### src/rtl/inst_fetch_unit.sv
// Instruction-fetch front end: sequential fetch addressing, instruction-memory
// read handshake, a small prefetch FIFO feeding ID, and branch/jump redirects
// that preserve the single MIPS delay slot.
// Optional build macro: IF_PERF_CNT_EN adds fetch/redirect/flush counters.
module inst_fetch_unit #(
  parameter int                 DATA_W     = 32,
  parameter logic [DATA_W-1:0]  RESET_PC   = '0,
  parameter int                 FIFO_DEPTH = 2
) (
  input  logic              clk,
  input  logic              rst,
  output logic [DATA_W-1:0] inst_address,
  output logic              InstMem_Read,
  input  logic              InstMem_Ready,
  input  logic [DATA_W-1:0] inst_in,
  input  logic              redirect_valid,
  input  logic [DATA_W-1:0] redirect_pc,
  input  logic              id_stall,
  output logic              if_valid,
  output logic [DATA_W-1:0] if_inst,
  output logic [DATA_W-1:0] if_pc
`ifdef IF_PERF_CNT_EN
  ,
  output logic [31:0]       perf_fetch_cnt,
  output logic [31:0]       perf_redirect_cnt,
  output logic [31:0]       perf_flush_cnt
`endif
);

  localparam int PTR_W = $clog2(FIFO_DEPTH);
  localparam int CNT_W = PTR_W + 1;

  typedef enum logic {
    RUN,
    DSLOT_WAIT
  } state_t;

  state_t              state_q, state_d;
  logic [DATA_W-1:0]   fpc_q, fpc_d;
  logic [DATA_W-1:0]   target_q, target_d;
  logic [PTR_W-1:0]    rd_ptr_q, rd_ptr_d;
  logic [PTR_W-1:0]    wr_ptr_q, wr_ptr_d;
  logic [CNT_W-1:0]    count_q, count_d;
  logic [DATA_W-1:0]   pc_mem_q   [FIFO_DEPTH];
  logic [DATA_W-1:0]   inst_mem_q [FIFO_DEPTH];

  logic                accept;
  logic                pop;
  logic [DATA_W-1:0]   redirect_aligned;

  // Targets are always word aligned; low two bits are dropped.
  assign redirect_aligned = redirect_pc & ~DATA_W'(3);

  // A same-cycle pop does not make room for a new request.
  assign InstMem_Read = !rst && (count_q < CNT_W'(FIFO_DEPTH)) && !redirect_valid;
  assign inst_address = fpc_q;
  assign accept       = InstMem_Read && InstMem_Ready;

  assign if_valid = (count_q != '0);
  assign pop      = if_valid && !id_stall;
  assign if_inst  = if_valid ? inst_mem_q[rd_ptr_q] : '0;
  assign if_pc    = if_valid ? pc_mem_q[rd_ptr_q]   : '0;

  // Next-state: FIFO bookkeeping, fetch PC advance and redirect handling.
  always_comb begin
    state_d  = state_q;
    fpc_d    = fpc_q;
    target_d = target_q;
    rd_ptr_d = pop    ? rd_ptr_q + 1'b1 : rd_ptr_q;
    wr_ptr_d = accept ? wr_ptr_q + 1'b1 : wr_ptr_q;
    case ({accept, pop})
      2'b10:   count_d = count_q + 1'b1;
      2'b01:   count_d = count_q - 1'b1;
      default: count_d = count_q;
    endcase

    case (state_q)
      RUN: begin
        if (redirect_valid) begin
          if (count_q != '0) begin
            // Head is the delay slot: keep it, drop everything behind it.
            wr_ptr_d = rd_ptr_q + 1'b1;
            count_d  = pop ? CNT_W'(0) : CNT_W'(1);
            fpc_d    = redirect_aligned;
          end else begin
            // Delay slot not fetched yet: fetch it first, then the target.
            target_d = redirect_aligned;
            state_d  = DSLOT_WAIT;
          end
        end else if (accept) begin
          fpc_d = fpc_q + DATA_W'(4);
        end
      end
      DSLOT_WAIT: begin
        // A redirect here is illegal and has no effect on state.
        if (accept) begin
          fpc_d   = target_q;
          state_d = RUN;
        end
      end
      default: state_d = RUN;
    endcase
  end

  // Control state register with synchronous reset.
  always_ff @(posedge clk) begin
    if (rst) begin
      state_q  <= RUN;
      fpc_q    <= RESET_PC;
      target_q <= '0;
      rd_ptr_q <= '0;
      wr_ptr_q <= '0;
      count_q  <= '0;
    end else begin
      state_q  <= state_d;
      fpc_q    <= fpc_d;
      target_q <= target_d;
      rd_ptr_q <= rd_ptr_d;
      wr_ptr_q <= wr_ptr_d;
      count_q  <= count_d;
    end
  end

  // Prefetch storage: write the accepted beat with its fetch PC.
  always_ff @(posedge clk) begin
    if (accept) begin
      pc_mem_q[wr_ptr_q]   <= fpc_q;
      inst_mem_q[wr_ptr_q] <= inst_in;
    end
  end

`ifdef IF_PERF_CNT_EN
  logic redirect_legal;
  assign redirect_legal = redirect_valid && (state_q == RUN);

  // Performance counters: accepted beats, legal redirects, flushed entries.
  always_ff @(posedge clk) begin
    if (rst) begin
      perf_fetch_cnt    <= '0;
      perf_redirect_cnt <= '0;
      perf_flush_cnt    <= '0;
    end else begin
      if (accept) begin
        perf_fetch_cnt <= perf_fetch_cnt + 32'd1;
      end
      if (redirect_legal) begin
        perf_redirect_cnt <= perf_redirect_cnt + 32'd1;
      end
      if (redirect_legal && (count_q != '0)) begin
        perf_flush_cnt <= perf_flush_cnt + 32'(count_q - 1'b1);
      end
    end
  end
`endif

endmodule

### config.mk
export PLATFORM = sky130hd
export DESIGN_NAME = inst_fetch_unit
export DESIGN_NICKNAME = d
export VERILOG_FILES = /design/src/rtl/inst_fetch_unit.sv
export SDC_FILE = /design/constraint.sdc
export NUM_CORES = 1
export LEC_CHECK = 0
export ABC_AREA = 1
export CAP_MARGIN = 20
export CORE_MARGIN = 5
export CORE_UTILIZATION = 47
export DETAILED_ROUTE_END_ITERATION = 10
export PLACE_DENSITY = 0.74
export SYNTH_ARGS = -nofsm -noshare
export SYNTH_HDL_FRONTEND = slang
export SYNTH_SLANG_ARGS = --single-unit
### constraint.sdc
create_clock -name clk -period 2.8 [get_ports clk]
set_input_delay 0.42 -clock clk [delete_from_list [all_inputs] [get_ports clk]]
set_output_delay 0.42 -clock clk [all_outputs]
set_load 0.01 [all_outputs]
Word-level counts from Yosys, hierarchy flattened. Memory sizes are Yosys's and may differ from the RTL's. A register that Yosys moved wholly into a read port is not among the register bits. Cells that the tools add are included.

$add $sub $neg: 5. Order comparisons: 1. Eq/ne operators: 5. Muxes and demuxes: 26. Bitwise logic cells: 2. Reductions and logical operators: 10.

Operators with widths (number): $mux W32 (6); $pmux W32 S2 (1); $add A32 B3 Y32 const B (1); $mux W1 (14); $mux W2 (3); $ne A3 B3 Y1 const B (2); $reduce_and A3 Y1 (2); $logic_and A1 B1 Y1 (4); $pmux W2 S2 (1); $logic_not A1 Y1 (3); $add A1 B1 Y1 const B (2); $add A2 B1 Y2 const B (1); $eq A2 B1 Y1 const B (1); $eq A2 B2 Y1 const B (1); $lt A2 B2 Y1 const B (1); $ne A2 B1 Y1 const B (1); $not A1 Y1 (2); $pmux W1 S2 (1); $reduce_bool A2 Y1 (1); $sub A2 B1 Y2 const B (1).

Register bits: 67. Memory bits (writable): 128. Input bits: 69. Output and inout port bits: 98. Logic and storage cells: 57. Memories kept: 2.

Memories: inst_mem_q (depth 2, bits a word 32, read ports 1, clocked after memory_dff 1, wr ports 1, RTL line 45) `logic [DATA_W-1:0] inst_mem_q [FIFO_DEPTH];`; pc_mem_q (depth 2, bits a word 32, read ports 1, clocked after memory_dff 1, wr ports 1, RTL line 44) `logic [DATA_W-1:0] pc_mem_q [FIFO_DEPTH];`.

Logic depth before layout (Yosys ltp). Gate-level depths: netlist (run 1).

Word-level depth: 9. Mapped depth: 10. Gate-level depth less buffers: 10.

Least setup slack after synthesis (run 1). Ideal clock, no wire load.

Kind: in2reg. From: input port rst. To: memory inst_mem_q[1][0], enable pin. Setup time: 0.427 ns. Data arrival time: 2.552 ns. Data required time: 2.373 ns. Path slack: -0.179 ns. Stages on the path: 5. Buffers on the path: 1. Cell sequence: buf_2 > nor3_2 > nand2_2 > inv_1 > ha_1.

Longest elaborated chain between the ends: 6.

Ends and longest elaborated chain: start: declaration (RTL line 11) `input logic rst,`; $logic_not A1 Y1 (RTL line 55) `assign InstMem_Read = !rst && (count_q < CNT_W'(FIFO_DEPTH)) && !redirect_valid;`; $logic_and A1 B1 Y1 (2 in a row) (RTL line 55); net InstMem_Read (RTL line 13) `output logic InstMem_Read,`; $logic_and A1 B1 Y1 (RTL line 57) `assign accept = InstMem_Read && InstMem_Ready;`; $mux W1 (RTL line 126) `if (accept) begin`; $mux W1 (not written as such) (RTL line 128) `inst_mem_q[wr_ptr_q] <= inst_in;`; end: declaration (RTL line 45).

The timed path passes the listed nets, and every way through them passes these cells.

Final worst setup path (run 1).
From: register count_q[0]. To: output port if_pc[20].

Longest elaborated chain between the ends: 2.

Ends and longest elaborated chain: start: declaration (RTL line 43) `logic [CNT_W-1:0] count_q, count_d;`; start signal: assignment (RTL line 120) `count_q <= count_d;`; $reduce_bool A2 Y1 (RTL line 59) `assign if_valid = (count_q != '0);`; $mux W32 (RTL line 62) `assign if_pc = if_valid ? pc_mem_q[rd_ptr_q] : '0;`; end: declaration (RTL line 21) `output logic [DATA_W-1:0] if_pc`.

Every way passes these cells.

==> results of run 1 <==
area by class of cell:
| class | count | area, um2 |
|---|---|---|
| inverters | 63 | 236 |
| well taps | 225 | 282 |
| fillers | 1490 | 6610 |
| clock inverters | 14 | 135 |
| repair buffers | 175 | 1790 |
| clock buffers | 17 | 425 |
| multi-input cells | 624 | 2890 |
| flip-flops and latches | 190 | 5050 |
power groups by stage:
stage	clock [mW]	sequential (mW)	combinational, mW
floorplan	0	3.59	1.28
global placement	0	3.67	2.40
detailed placement	0	3.68	2.43
CTS	2.35	3.62	2.44
global route	2.46	3.66	2.67
finish	2.31	3.63	2.42
kinds of logic after synthesis:
kind of cell / count (synthesis) / synth area share
compound gates: 242 / 0.149
xor+xnor: 4 / 0.00417
fa+ha+maj: 4 / 0.00596
buf+inv: 112 / 0.0568
flops: 190 / 0.601
other cells: 1 / 0.000447
simple gates: 370 / 0.183
flip-flops by register name, indices dropped and copies added, names as in the netlist, named ones only:
name and flops:
target_q 30, inst_mem_q 64, pc_mem_q 60, rd_ptr_q 1, wr_ptr_q 1, state_q 1
inst_address 30, count_q 2
path summary, 6_finish.rpt:
path,start,slack (ns),endpoint
setup / recovery,count_q[0],0.19,if_pc[20]
setup reg to reg,count_q[0],0.81,count_q[1]
hold / removal,target_q[8],0.45,target_q[8]
hold reg to reg,target_q[8],0.45,target_q[8]
worst register-to-register path, cell delays in order, from the launching register on:
cell	delay (ns)
sky130_fd_sc_hd__dfxtp_1	0.38
sky130_fd_sc_hd__inv_1	0.08
sky130_fd_sc_hd__nand2_2	0.18
sky130_fd_sc_hd__inv_2	0.07
sky130_fd_sc_hd__buf_12	0.18
sky130_fd_sc_hd__nor2_1	0.24
sky130_fd_sc_hd__ha_1	0.29
sky130_fd_sc_hd__inv_1	0.08
sky130_fd_sc_hd__nand2_1	0.05
sky130_fd_sc_hd__nor2_1	0.11
sky130_fd_sc_hd__xor2_1	0.16
sky130_fd_sc_hd__nor3_1	0.06
per-layer routing:
metal  share of wire  track usage  up-vias
met2            0.47        0.340      235
met5               0            0        -
met4           0.013       0.0664        0
met1            0.44        0.275     3213
met3           0.073       0.0369       21
li1                -            -     3429
cell usage after synthesis, drive strengths merged:
cell    number
nand4        3
inv         62
xor2         3
nor3         3
conb         1
a21boi       1
clkbuf      28
clkinv       1
o22ai        4
nand3b       1
ha           4
o221ai       2
nand2      255
or2          3
edfxtp     124
buf         21
a211oi       1
xnor2        1
a22o         1
a21oi      156
nand3       31
o21ai       70
o221a        1
o21bai       3
a31oi        3
nor2        74
dfxtp       66
==> impl_metrics.ini, run 1 <==
[sta]
final_period_minus_worst_setup_slack_ns = 2.61
skew_ns = 0.00744
setup_repair_after_global_routing_missed_its_margin = no
finalHoldViolCount = 0
fin_tns_setup_ns = 0
period_share = 0.934
timing.fmax_ghz = 0.382
finalHoldWorstSlack_ns = 0.454
worst_slack_ns = 0.185
timing.final.setup_violations = 0
drv_slew = 0

[place]
hpwlAfterDp_um = 13900
place.port_buffers = 160
globalplace.congestion = 0.952
dpl.cell_count = 1277
preCtsSetupSlack_ns = 0.468
placed_cell_area_um2 = 10200

[power_and_ir_drop]
power.net_switching_mw = 2.72
p_clk_frac = 0.277
p_int_mw = 5.64
logic_pwr_share = 0.290
sequential_power_share = 0.434
report.power.total_mw = 8.36
vdd_ir_drop_max_v = 0.000468
p_per_area_nw_per_um2 = 774
p_leak_nw = 3.89
power.switching_fraction = 0.325

[final_layout]
layout.cells.most_common = sky130_fd_sc_hd__nand2_1
layout.core_utilization = 0.620
final_net_count = 1144
antenna_cells = 0
final_cells = 1308
final_non_filler_cell_area_um2 = 10800
layout-area-overhead-vs-synth_pct = 28.7
drive_gt1_frac = 0.0702
mostFrequentLayoutCells = sky130_fd_sc_hd__nand2_1, sky130_fd_sc_hd__clkdlybuf4s50_1, sky130_fd_sc_hd__a21oi_1

[detailed_routing]
num_vias = 6898
route.final.wire_length_um = 21000
antenna_left = 0
drc = 0
vias_per_cell = 5.27
dr.first_iter.drc_count = 520
drt_pass1_iterations = 5
detail_route.wl_per_cell_um = 16.1

[yosys]
syn-mean-instance-area_um2 = 9.10
netlist-cell-type-count = 39
ys_top_cells_by_area = sky130_fd_sc_hd__edfxtp_1, sky130_fd_sc_hd__dfxtp_1, sky130_fd_sc_hd__nand2_1
synthDominantCellAreaShare = 0.443
synth.yosys.seq_area_share = 0.601
syn-instance-count = 923
ys.warnings.count = 0
synth_top_cell_by_area = sky130_fd_sc_hd__edfxtp_1
netlist_area_um2 = 8400
synth-seq-cells = 190

[clocking]
cts.htree.levels = 4
clock_latency_ns = 0.43
cts_max_path_buffers = 2
cts_tree = yes
clock_sink_count = 190
path_clk_slew_ns = 0.07
cts_resized = 0
total_cts_buffers = 17
cts.hold.buffers_added = 0
cts_setup_buffers = 0
ctsRootBufferMaster = sky130_fd_sc_hd__clkbuf_16

[critical_path]
cp_data_arrival_time_ns = 2.19
crit_slowest_cell = sky130_fd_sc_hd__clkdlybuf4s50_1
ff2ff_path_depth = 11
critical_path_start_end_classification = flip-flop to output pin
timing.critical_path.cells = inv_1 > nand2_2 > inv_2 > buf_12 > a21oi_1 > clkdlybuf4s50_1
timing.critical_path.fanout_max = 63
critical_path.endpoint_type = output pin
cp_top_family = buffers and inverters
required_ns = 2.38
worst_setup_path_start_kind = flip-flop
critical-path-max-stage-delay_ns = 0.58
crit_cells = 6
critical_path_buf_inv_count = 4

[floorplanning]
core.rowCount = 48
design.portCount = 167
fp.coreArea_um2 = 17400
die_w_um = 144
die-area_um2 = 20600
floorplan.die.height_um = 144
starting_density_of_the_core = 0.482

[worst_hold_path]
hold_path_depth = 2
worst_hold_path_type = flip-flop to flip-flop

[global_route]
grtUsageTotal = 0.205
globalRoute.totalOverflow = 0
via_count_of_the_first_global_routing_pass = 6621
antenna_found_initial = 0
first_pass_grt_wire_length_um = 33400
grt_max_degree = 64

[flow_run]
cap_violations = 0

[status]
result_of_the_run = finished clean
(Power assumes the default switching activity.)
==> run 2, diff against run 1 <==
Settings changed: SLEW_MARGIN set to 25.
==> results of run 2 <==
Final layout, timing and power as in run 1 (identical DEF).
